**src/rtl/bus_pkg.sv**
```systemverilog
// Shared types and constants for the bus copy master and its helpers.
package bus_pkg;

  typedef enum logic [2:0] {
    IDLE,
    RD,
    RGAP,
    WR,
    WGAP
  } copy_state_t;

  localparam logic [3:0]  WSTRB_READ = 4'h0;
  localparam logic [3:0]  WSTRB_WORD = 4'hF;
  localparam logic [31:0] ADDR_STEP  = 32'd4;

endpackage

```
**src/rtl/bus_timeout.sv**
```systemverilog
// Bus request watchdog: counts stalled request cycles and flags expiry.
module bus_timeout #(
  parameter int unsigned TIMEOUT = 1024
) (
  input  logic clk,
  input  logic rstn,
  input  logic clr,
  input  logic inc,
  output logic expired
);

  logic [15:0] cnt_q, cnt_d;

  always_comb begin
    cnt_d = cnt_q;
    if (clr)      cnt_d = '0;
    else if (inc) cnt_d = cnt_q + 16'd1;
  end

  always_ff @(posedge clk or negedge rstn) begin
    if (!rstn) cnt_q <= '0;
    else       cnt_q <= cnt_d;
  end

  // Fires during the TIMEOUT-th stalled cycle so the FSM aborts on that edge.
  assign expired = inc && !clr && (cnt_q == 16'(TIMEOUT - 1));

endmodule

```
**src/rtl/bus_copy_master.sv**
```systemverilog
// Word-copy bus initiator for the PicoRV32 native memory interface.
module bus_copy_master
  import bus_pkg::*;
#(
  parameter int unsigned TIMEOUT = 1024,
  parameter int unsigned LEN_W   = 16
) (
  input  logic             clk,
  input  logic             rstn,
  input  logic             start,
  input  logic [31:0]      src_addr,
  input  logic [31:0]      dst_addr,
  input  logic [LEN_W-1:0] len,
  output logic             busy,
  output logic             done,
  output logic             err,
  output logic             mem_valid,
  input  logic             mem_ready,
  output logic [31:0]      mem_addr,
  output logic [31:0]      mem_wdata,
  output logic [3:0]       mem_wstrb,
  input  logic [31:0]      mem_rdata
);

  copy_state_t      state_q, state_d;
  logic [31:0]      src_q, src_d, dst_q, dst_d, data_q, data_d;
  logic [LEN_W-1:0] rem_q, rem_d;
  logic             busy_q, busy_d, done_q, done_d, err_q, err_d;
  logic             valid_q, valid_d;
  logic [31:0]      addr_q, addr_d, wdata_q, wdata_d;
  logic [3:0]       wstrb_q, wstrb_d;
  logic             expired;

  bus_timeout #(.TIMEOUT(TIMEOUT)) u_timeout (
    .clk     (clk),
    .rstn    (rstn),
    .clr     (!valid_q),
    .inc     (valid_q && !mem_ready),
    .expired (expired)
  );

  always_comb begin
    state_d = state_q;
    src_d   = src_q;
    dst_d   = dst_q;
    data_d  = data_q;
    rem_d   = rem_q;
    busy_d  = busy_q;
    done_d  = 1'b0;
    err_d   = err_q;
    valid_d = valid_q;
    addr_d  = addr_q;
    wdata_d = wdata_q;
    wstrb_d = wstrb_q;
    unique case (state_q)
      IDLE: begin
        if (start) begin
          src_d = {src_addr[31:2], 2'b00};
          dst_d = {dst_addr[31:2], 2'b00};
          rem_d = len;
          err_d = 1'b0;
          if (len == '0) begin
            done_d = 1'b1;
          end else begin
            state_d = RD;
            busy_d  = 1'b1;
            valid_d = 1'b1;
            addr_d  = {src_addr[31:2], 2'b00};
            wstrb_d = WSTRB_READ;
          end
        end
      end
      RD: begin
        if (expired) begin
          state_d = IDLE;
          valid_d = 1'b0;
          busy_d  = 1'b0;
          done_d  = 1'b1;
          err_d   = 1'b1;
        end else if (mem_ready) begin
          data_d  = mem_rdata;
          valid_d = 1'b0;
          state_d = RGAP;
        end
      end
      RGAP: begin
        state_d = WR;
        valid_d = 1'b1;
        addr_d  = dst_q;
        wdata_d = data_q;
        wstrb_d = WSTRB_WORD;
      end
      WR: begin
        if (expired) begin
          state_d = IDLE;
          valid_d = 1'b0;
          busy_d  = 1'b0;
          done_d  = 1'b1;
          err_d   = 1'b1;
        end else if (mem_ready) begin
          src_d   = src_q + ADDR_STEP;
          dst_d   = dst_q + ADDR_STEP;
          rem_d   = rem_q - LEN_W'(1);
          valid_d = 1'b0;
          // The final gap cycle is spent in IDLE so start is accepted alongside done.
          if (rem_q == LEN_W'(1)) begin
            state_d = IDLE;
            busy_d  = 1'b0;
            done_d  = 1'b1;
          end else begin
            state_d = WGAP;
          end
        end
      end
      WGAP: begin
        state_d = RD;
        valid_d = 1'b1;
        addr_d  = src_q;
        wstrb_d = WSTRB_READ;
      end
      default: state_d = IDLE;
    endcase
  end

  always_ff @(posedge clk or negedge rstn) begin
    if (!rstn) begin
      state_q <= IDLE;
      src_q   <= '0;
      dst_q   <= '0;
      data_q  <= '0;
      rem_q   <= '0;
      busy_q  <= 1'b0;
      done_q  <= 1'b0;
      err_q   <= 1'b0;
      valid_q <= 1'b0;
      addr_q  <= '0;
      wdata_q <= '0;
      wstrb_q <= '0;
    end else begin
      state_q <= state_d;
      src_q   <= src_d;
      dst_q   <= dst_d;
      data_q  <= data_d;
      rem_q   <= rem_d;
      busy_q  <= busy_d;
      done_q  <= done_d;
      err_q   <= err_d;
      valid_q <= valid_d;
      addr_q  <= addr_d;
      wdata_q <= wdata_d;
      wstrb_q <= wstrb_d;
    end
  end

  assign busy      = busy_q;
  assign done      = done_q;
  assign err       = err_q;
  assign mem_valid = valid_q;
  assign mem_addr  = addr_q;
  assign mem_wdata = wdata_q;
  assign mem_wstrb = wstrb_q;

endmodule

```
**config.mk**
```make
export PLATFORM = sky130hd
export DESIGN_NAME = bus_copy_master
export DESIGN_NICKNAME = d
export VERILOG_FILES = /design/src/rtl/bus_pkg.sv /design/src/rtl/bus_timeout.sv /design/src/rtl/bus_copy_master.sv
export SDC_FILE = /design/constraint.sdc
export NUM_CORES = 1
export LEC_CHECK = 0
export BUFFER_PORTS_ARGS = -buffer_cell sky130_fd_sc_hd__buf_2
export CORE_ASPECT_RATIO = 0.9
export CORE_UTILIZATION = 56
export DETAILED_ROUTE_END_ITERATION = 10
export MAX_ROUTING_LAYER = met4
export PLACE_DENSITY = 0.8
export SLEW_MARGIN = 20
export SYNTH_ARGS = -nofsm -noshare
export SYNTH_HDL_FRONTEND = slang
export SYNTH_SLANG_ARGS = --single-unit
```
**constraint.sdc**
```tcl
create_clock -name clk -period 2.7 [get_ports clk]
set_clock_uncertainty 0.1 [all_clocks]
set_input_delay 0.27 -clock clk [delete_from_list [all_inputs] [get_ports clk]]
set_output_delay 0.27 -clock clk [all_outputs]
set_load 0.05 [all_outputs]
```
### After elaboration in Yosys (flattened, before gate mapping)

Index checks and enable logic that the tools add are counted.
Widths: inputs -> output; s select.

* reduce and logical (&&, ||, !) cells: 20
* mux-type cells: 48
* bitwise gates (word level): 1
* equal/unequal tests: 17
* $add $sub $neg: 4

Operator list (count)
* $mux 32: 8
* $pmux 32 s2: 2
* $pmux 32 s3: 1
* $mux 16: 5
* $add 32x3->32 const B: 2
* $pmux 16 s2: 1
* $mux 3: 7
* $add 16x1->16 const B: 1
* $eq 16x1->1 const B: 1
* $eq 16x10->1 const B: 1
* $logic_not 16->1: 1
* $mux 1: 16
* $sub 16x1->16 const B: 1
* $pmux 3 s5: 1
* $pmux 4 s3: 1
* $reduce_and 4->1: 3
* $ne 2x2->1 const B: 5
* $ne 3x3->1 const B: 3
* $pmux 1 s3: 3
* $reduce_and 3->1: 3
* $reduce_bool 3->1: 3
* $mux 4: 2
* $eq 3x2->1 const B: 2
* $reduce_and 6->1: 1
* 11 further kinds: 16

* input bits: 116
* bits in registers: 203

### Longest topological paths before layout

Gate-level depths: netlist (run 1).

* depth in word-level cells: 6
* mapped depth: 9
* gate-level depth less buffers: 7

### By module

A second synthesis (run 1) with hierarchy kept.

* cell total of the unflattened synthesis: 1058
* area total of the unflattened synthesis: 10132.2 um^2

Modules (own cells, without submodules)
* bus_copy_master: sequential area each 4479.3 um^2, area each 9297.7 um^2, cells each 972, instances 1
* bus_timeout: sequential area each 400.4 um^2, area each 834.6 um^2, cells each 86, instances 1

### Worst setup path after synthesis (run 1)

No wires, ideal clock.

* path type: reg-to-reg
* start: reg src_q[2]
* end: reg src_q[26]
* data arrival time: 1.836 ns
* library setup time: 0.087 ns
* period minus slack after synthesis: 2.022 ns
* path slack: 0.678 ns
* cell stages (with the launch flop): 7
* path buffers: 0
* data required time: 2.513 ns
* cells stage by stage: dfrtp_1 -> ha_1 -> nand4_2 -> nor4_4 -> nand3_2 -> o31a_1 -> a211oi_2

* cells in the longest elaborated chain, start to end: 4

RTL lines
* start, declared: RTL line bus_copy_master.sv:26 `logic [31:0] src_q, src_d, dst_q, dst_d, data_q, data_d;`
* start signal, assigned: RTL line bus_copy_master.sv:141 `src_q <= src_d;`
* $add 32x3->32: RTL line bus_copy_master.sv:101 `src_d = src_q + ADDR_STEP;`
* $mux 32: RTL line bus_copy_master.sv:100 `end else if (mem_ready) begin`
* $mux 32: RTL line bus_copy_master.sv:94 `if (expired) begin`
* $pmux 32 s2: RTL line bus_copy_master.sv:55 `unique case (state_q)`

No other way between the ends. The select of a mux whose other input is x is not followed.
A chain may end at the register's enable or synchronous reset.

### Worst setup path in the final report (run 1)

* start: in len[0]
* end: reg addr_q[17] (netlist: mem_addr[17])

* cells in the longest elaborated chain, start to end: 3

RTL lines
* start, declared: RTL line bus_copy_master.sv:13 `input logic [LEN_W-1:0] len,`
* $logic_not 16->1: RTL line bus_copy_master.sv:62 `if (len == '0) begin`
* $ne 2x2->1 (no line)
* $reduce_and 3->1 (no line)
* end signal, assigned: RTL line bus_copy_master.sv:149 `addr_q <= addr_d;`
* end, declared: RTL line bus_copy_master.sv:30 `logic [31:0] addr_q, addr_d, wdata_q, wdata_d;`

No other way between the ends.

==> results.txt, run 1 <==
Setup CP Type = input pin to register
WL final = 28800 um
# setup viols final = 0
Tot Pwr = 16.2 mW
share of layout cells above drive strength 1 = 26.9%
pre-CTS WS = 0.286 ns
Max H-tree Level = 4
Post-synth top flop = dfrtp_1
first-pass GRT wire length = 45800 um
status = finished, final reports clean
final worst slack = 0.264 ns
post-cts gate resize count = 0
M1 GR Usage = 43.3%
Slowest-stage cell, CP = dlygate4sd3_1
largest net degree at the start of global routing = 66
clock sink count = 195
nets = 1373
syn_nets = 1182
gr busiest metal = met2
FP Rows = 46
Post-synth EDFFs = 0
# Max-Cap Violations = 0
post-route ant nets = 0
core box area = 17700 um2
leak pwr = 5.28 nW
Hold Slack = 0.00925 ns
DR WL/cell = 19.1 um
Cell variety after synth = 75
FF+latch count, synth = 195
Hold Path Sink = src_q[3]$_DFFE_PN0P_
CTS tree = built
Hold Path Stages = 3
FFs w/ async S/R, synth = 100%
Setup TNS Final = 0 ns
total die area = 18800 um2
all-layer global routing usage = 32.4%
io pins = 188
DR pass1 iterations = 5
Area Growth Syn to Fin = 20.5%
Slew @ Worst Pin = 0.689 ns
routability cong. = 0.904
Final Util = 69.6%
clock slew at reported path FFs = 0.07 ns
switching power = 7.89 mW
RSZ-0062 raised after global routing = false
Clk network pwr share = 15.6%
Crit. End Element = register
critical path data required time = 2.95 ns
Comb pwr share = 50.2%
clock latency on the worst-skew pair = 0.45 ns
CTS Buf Count = 17
Synth Area per Inst = 9.64 um2
Setup Buffers After CTS = 0
initial DRC count = 1100
Die X = 144 um
Pwr Density = 1310 nW/um2
Critical Path AT = 2.69 ns
Ys Warns = 0
crit-path max FO = 31
Cells after Synth = 1061
Critical Path Max Stage Delay = 0.53 ns
met3 usage = 6.02%
CTS Root Cell = clkbuf_16
Worst Hold Class = input pin to register
PortBufs = 183
Reg power frac = 34.2%
P_int = 8.31 mW
critical-path cell list = dlygate4sd3_1 > buf_2 > nor4_1 > a41oi_1 > o31ai_4 > buf_4 > nand2_1 > o21ai_0
Post-DP HPWL = 19200 um
Worst R2R Path Depth = 6
reg2reg setup slack = 0.40 ns
critical hold path startpoint = src_addr[3]
Cell Area, Synth = 10200 um2
# DRC = 0
Crit Reg-Reg Endpoint = dst_q[24]$_DFFE_PN0P_
initial antenna violation count = 2
Initial Util = 57.7%
Tmin final = 2.44 ns
Vias = 9380
Die H = 130 um
IR drop worst, VDD = 0.786 mV
Hold Violations, Final = 0
period utilization = 90.2%
Crit Reg-Reg Startpoint = dst_q[2]$_DFFE_PN0P_
DR vias/cell = 6.22
gr ovfl total = 0
Worst slew margin = 54.0%
CP startpoint kind = input pin
Switching Fraction = 48.7%
CTS max path bufs = 2
vias in the first global route = 9003
fmax = 410 MHz
sequential element share of the synthesized area = 47.7%
GR Util met2 = 50.4%
Max Slew Vio Count = 0
## worst max-delay path by stage
stage,from,to,cells past startpoint
after floorplan,src_q[2]$_DFFE_PN0P_,src_q[26]$_DFFE_PN0P_,6
after global placement,len[3],mem_addr[18]$_DFFE_PN0P_,6
after detailed placement,len[3],mem_addr[17]$_DFFE_PN0P_,7
after CTS,len[0],mem_addr[17]$_DFFE_PN0P_,8
after global routing,len[0],mem_addr[17]$_DFFE_PN0P_,8
final,len[0],mem_addr[17]$_DFFE_PN0P_,8
## cell usage after synthesis, drive strengths merged (18+ instances only)
| cell | number | area share (%) |
|---|---|---|
| buf | 49 | 2.6 |
| mux2 | 65 | 7.2 |
| and2 | 19 | 1.2 |
| nor3 | 30 | 1.7 |
| nand3 | 40 | 2.2 |
| clkbuf | 32 | 1.4 |
| a21oi | 79 | 3.9 |
| dfrtp | 195 | 48 |
| o221ai | 30 | 2.6 |
| nand4 | 27 | 1.7 |
| o21ai | 74 | 3.6 |
| o22ai | 46 | 2.8 |
| nand2 | 111 | 4.1 |
| nor2 | 81 | 3.0 |
| o22a | 18 | 1.5 |
## layer usage
layer  part of all wire [%]  routed length [um]
met2                     48               13900
met1                     42               12100
met5                      0                   0
met4                    1.5                 439
met3                    8.1                2320
## power groups by stage
| stage | sequential [mW] | clock, mW | combinational (mW) |
|---|---|---|---|
| after CTS | 5.48 | 2.54 | 8.05 |
| after detailed placement | 5.52 | 0 | 7.97 |
| after global routing | 5.73 | 2.66 | 8.78 |
| after floorplan | 6.90 | 0 | 4.53 |
| after global placement | 5.43 | 0 | 7.77 |
| final | 5.54 | 2.53 | 8.13 |
## repair_timing
item,in CTS,in global routing
setup endpoints to repair,0,0
hold endpoints to repair,91,0
hold buffers,35,0
## layout make-up
| type | count | area (um2) |
|---|---|---|
| repair buffers | 253 | 1590 |
| clock buffers | 17 | 425 |
| well taps | 240 | 300 |
| multi-input cells | 772 | 4930 |
| flip-flops and latches | 195 | 4880 |
| diodes | 3 | 7.51 |
| fillers | 1388 | 5400 |
| inverters | 13 | 48.8 |
| clock inverters | 15 | 155 |
## flip-flops by register name, indices dropped and copies added, names as in the netlist
name / count
data_q: 32
dst_q: 30
mem_wstrb: 1
mem_valid: 1
state_q: 3
err: 1
mem_wdata: 32
busy: 1
src_q: 30
mem_addr: 31
u_timeout.cnt_q: 16
rem_q: 16
done: 1
## worst max-delay path, delay by kind of cell
family                 cells  cell delay, ns
and+or+nand+nor            2            0.59
buffers and inverters      3            0.99
AOI/OAI and AO/OA          3            0.81
## stage by stage
step | cells | area (um2)
6_report | 1508 | 12300
5_1_grt | 1507 | 12300
4_1_cts | 1505 | 12300
3_5_place_dp | 1438 | 11400
3_3_place_gp | 1438 | 11400
2_1_floorplan | 1061 | 10200
## cell families after synthesis
logic type | after synthesis | synth area share, %
and+or+nand+nor | 368 | 18.6
AOI/OAI and AO/OA | 317 | 20.0
DFF | 195 | 47.7
buffers and inverters | 94 | 4.45
muxes | 69 | 7.54
xor gates and xnor gates | 13 | 1.11
adders and majority gates | 5 | 0.611
## layout by cell type, fill, tap and decap left out, types with 26 or more instances in the layout
cell	netlist	layout
a21oi_1	78	78
buf_2	35	182
buf_4	6	31
dfrtp_1	195	195
dlygate4sd3_1	0	35
mux2_2	65	65
nand2_1	110	109
nand3_1	37	37
nand4_1	26	26
nor2_1	81	80
nor3_1	28	27
o21ai_0	71	71
o221ai_1	30	30
o22ai_1	46	46
Power figures use the tool's default switching activity.
==> inputs of run 2 (changes only) <==
CORE_UTILIZATION = 51   (was 56)
PLACE_DENSITY = 0.77   (was 0.8)
clock period = 2.05 ns   (was 2.7 ns; I/O delays follow)
==> run 2 against run 1 <==
Compared with the run above:
- the flow now finishes with violations (negative setup slack)
- combinational power grew 49%
- clock power is 36% higher
- sequential power rose by 27%
- critical path type is now register to register
- largest power group unchanged
- highest routed layer unchanged
==> results.txt, run 2 (synthesized netlist as in run 1, its figures left out) <==
IR drop worst, VDD = 1.02 mV (+30%)
clock sink count = 195 (unchanged)
CTS Buf Count = 17 (unchanged)
# DRC = 0 (unchanged)
share of layout cells above drive strength 1 = 30.0% (+3.1 points)
Hold Slack = 0.0125 ns (+0.00320 ns)
Hold Path Stages = 3 (unchanged)
# setup viols final = 4 (+4)
fin cells = 1584 (+5.0%)
Post-DP HPWL = 20200 um (+4.8%)
critical-path cell list = ha_2 > nand3_2 > or4_4 > nor3_4 > a211oi_2 > a311oi_1
status = finished, violations left
critical path data required time = 2.27 ns (-0.68 ns)
Placed Area = 11800 um2 (+3.6%)
final worst slack = -0.0706 ns (-0.334 ns)
Worst R2R Path Depth = 6 (unchanged)
Max Slew Vio Count = 0 (unchanged)
core box area = 19400 um2 (+9.4%)
all-layer global routing usage = 30.3% (-2.1 points)
PortBufs = 183 (unchanged)
most frequent cells in the layout = 195 x dfrtp_1, 182 x buf_2, 109 x nand2_1
Tot Pwr = 22.6 mW (+39%)
DR pass1 iterations = 5 (unchanged)
# Max-Cap Violations = 0 (unchanged)
Fill cells = 1540 (+11%)
initial DRC count = 916 (-17%)
critical hold path startpoint = len[9]
Die H = 136 um (+4.7%)
CTS Root Cell = clkbuf_16
Worst Hold Class = input pin to register
Tmin final = 2.12 ns
Critical Path AT = 2.34 ns (-0.35 ns)
clock latency on the worst-skew pair = 0.44 ns (about the same)
vias in the first global route = 9171 (+1.9%)
Area Growth Syn to Fin = 27.9%
failing checks = negative setup slack
post-route ant nets = 0 (unchanged)
FP Rows = 48 (+4.3%)
CTS tree = built
CP startpoint kind = register
Worst slew margin = 67.7% (+14 points)
fmax = 472 MHz
Max H-tree Level = 4 (unchanged)
gr ovfl total = 0 (unchanged)
Setup CP Type = register to register
WL final = 30700 um (+6.7%)
Vias = 9716 (+3.6%)
period utilization = 103%
io pins = 188 (unchanged)
crit-path max FO = 4 (-87%)
total die area = 20600 um2 (+9.7%)
routability cong. = 0.936 (+3.5%)
Design Area, Final = 13100 um2 (+6.1%)
Hold Violations, Final = 0 (unchanged)
Initial Util = 52.7% (-5.0 points)
Crit path buffers/inverters = 0 (-3)
DR WL/cell = 19.4 um (+1.6%)
Cells after DPL = 1490 (+3.6%)
DR vias/cell = 6.13 (-1.4%)
Slowest-stage cell, CP = or4_4
Die X = 151 um (+4.7%)
Critical Path Max Stage Delay = 0.62 ns (+0.09 ns)
first-pass GRT wire length = 47100 um (+2.9%)
Crit Reg-Reg Startpoint = dst_q[2]$_DFFE_PN0P_
Worst setup startpoint = dst_q[2]$_DFFE_PN0P_
clock slew at reported path FFs = 0.07 ns (about the same)
CTS max path bufs = 2 (unchanged)
commonest non-fill, non-tap cell in the layout = dfrtp_1
Pwr Density = 1720 nW/um2 (+31%)
RSZ-0062 raised after global routing = true
Slew @ Worst Pin = 0.481 ns (-0.209 ns)
Crit. End Element = register
Levels on crit path = 6 (-2)
nets = 1439 (+4.8%)
largest net degree at the start of global routing = 69 (+4.5%)
leak pwr = 5.66 nW (+7.1%)
initial antenna violation count = 2 (unchanged)
Top Family by Delay on Critical Path = simple AND/OR/NAND/NOR gates
[run 2: cell count changes in the layout (fill, tap and decap cells not counted), sizes merged]
| cell | delta |
|---|---|
| clkbuf | +2 |
| clkinv | +1 |
| clkinvlp | -1 |
| bufinv | +2 |
| inv | -2 |
| dlygate4sd3 | +18 |
| buf | +46 |
[run 2: cell type report]
class                      instances  area, um2  share of cell area (%)
antenna                            3       7.51                  0.0574
sequential                       195       4880                    37.3
multi-input combinational        772       4980                    38.0
clock inverter                    15        170                    1.30
tap                              250        313                    2.39
timing repair buffer             319       2270                    17.3
clock buffer                      17        425                    3.25
inverter                          13       48.8                   0.373
[run 2: stage by stage]
step           setup WS, ns  TNS, ns  utilization [%]
2_1_floorplan        0.0277        0                -
3_3_place_gp        -0.0257   -0.526             60.9
3_5_place_dp        -0.0361  -0.0849             60.9
4_1_cts             -0.0575  -0.0722             66.7
5_1_grt              -0.125    -2.59             67.4
6_report            -0.0706   -0.139             67.5
[run 2: final timing paths]
check,slack [ns],endpoint
min in group asynchronous,0.15,rem_q[8]$_DFFE_PN0P_
min reg2reg,0.38,mem_addr[20]$_DFFE_PN0P_
max reg2reg,-0.07,dst_q[24]$_DFFE_PN0P_
min,0.01,rem_q[9]$_DFFE_PN0P_
max,-0.07,dst_q[24]$_DFFE_PN0P_
max in group asynchronous,1.00,src_q[26]$_DFFE_PN0P_
[run 2: tightest hold or removal path, stage by stage]
cell and delay, ns:
buf_2 0.10, a22oi_1 0.07, o21ai_0 0.13
[run 2: per-layer routing]
metal  vias up  global-route usage, %  wire, um
met3        54                   5.23      2440
li1       4495                      -         -
met1      4689                   40.1     12800
met5         -                      -         0
met2       478                   47.1     14700
met4         0                   10.2       777
[run 2: repair_timing]
action / CTS / global route
endpoints found under the setup margin: 4 / 52
setup buffers: 0 / 3
cloned: 0 / 3
gates resized for setup: 2 / 15
pin swaps: 2 / 6
endpoints found under the hold margin: 93 / 0
hold buffers: 53 / 0
[run 2: power by group]
group | internal, mW | leakage [nW] | switching, mW | total (mW)
clock | 1.84 | 0.292 | 1.60 | 3.44
sequential | 5.65 | 2.31 | 1.41 | 7.05
combinational | 4.41 | 3.05 | 7.66 | 12.1
total | 11.9 | 5.66 | 10.7 | 22.6
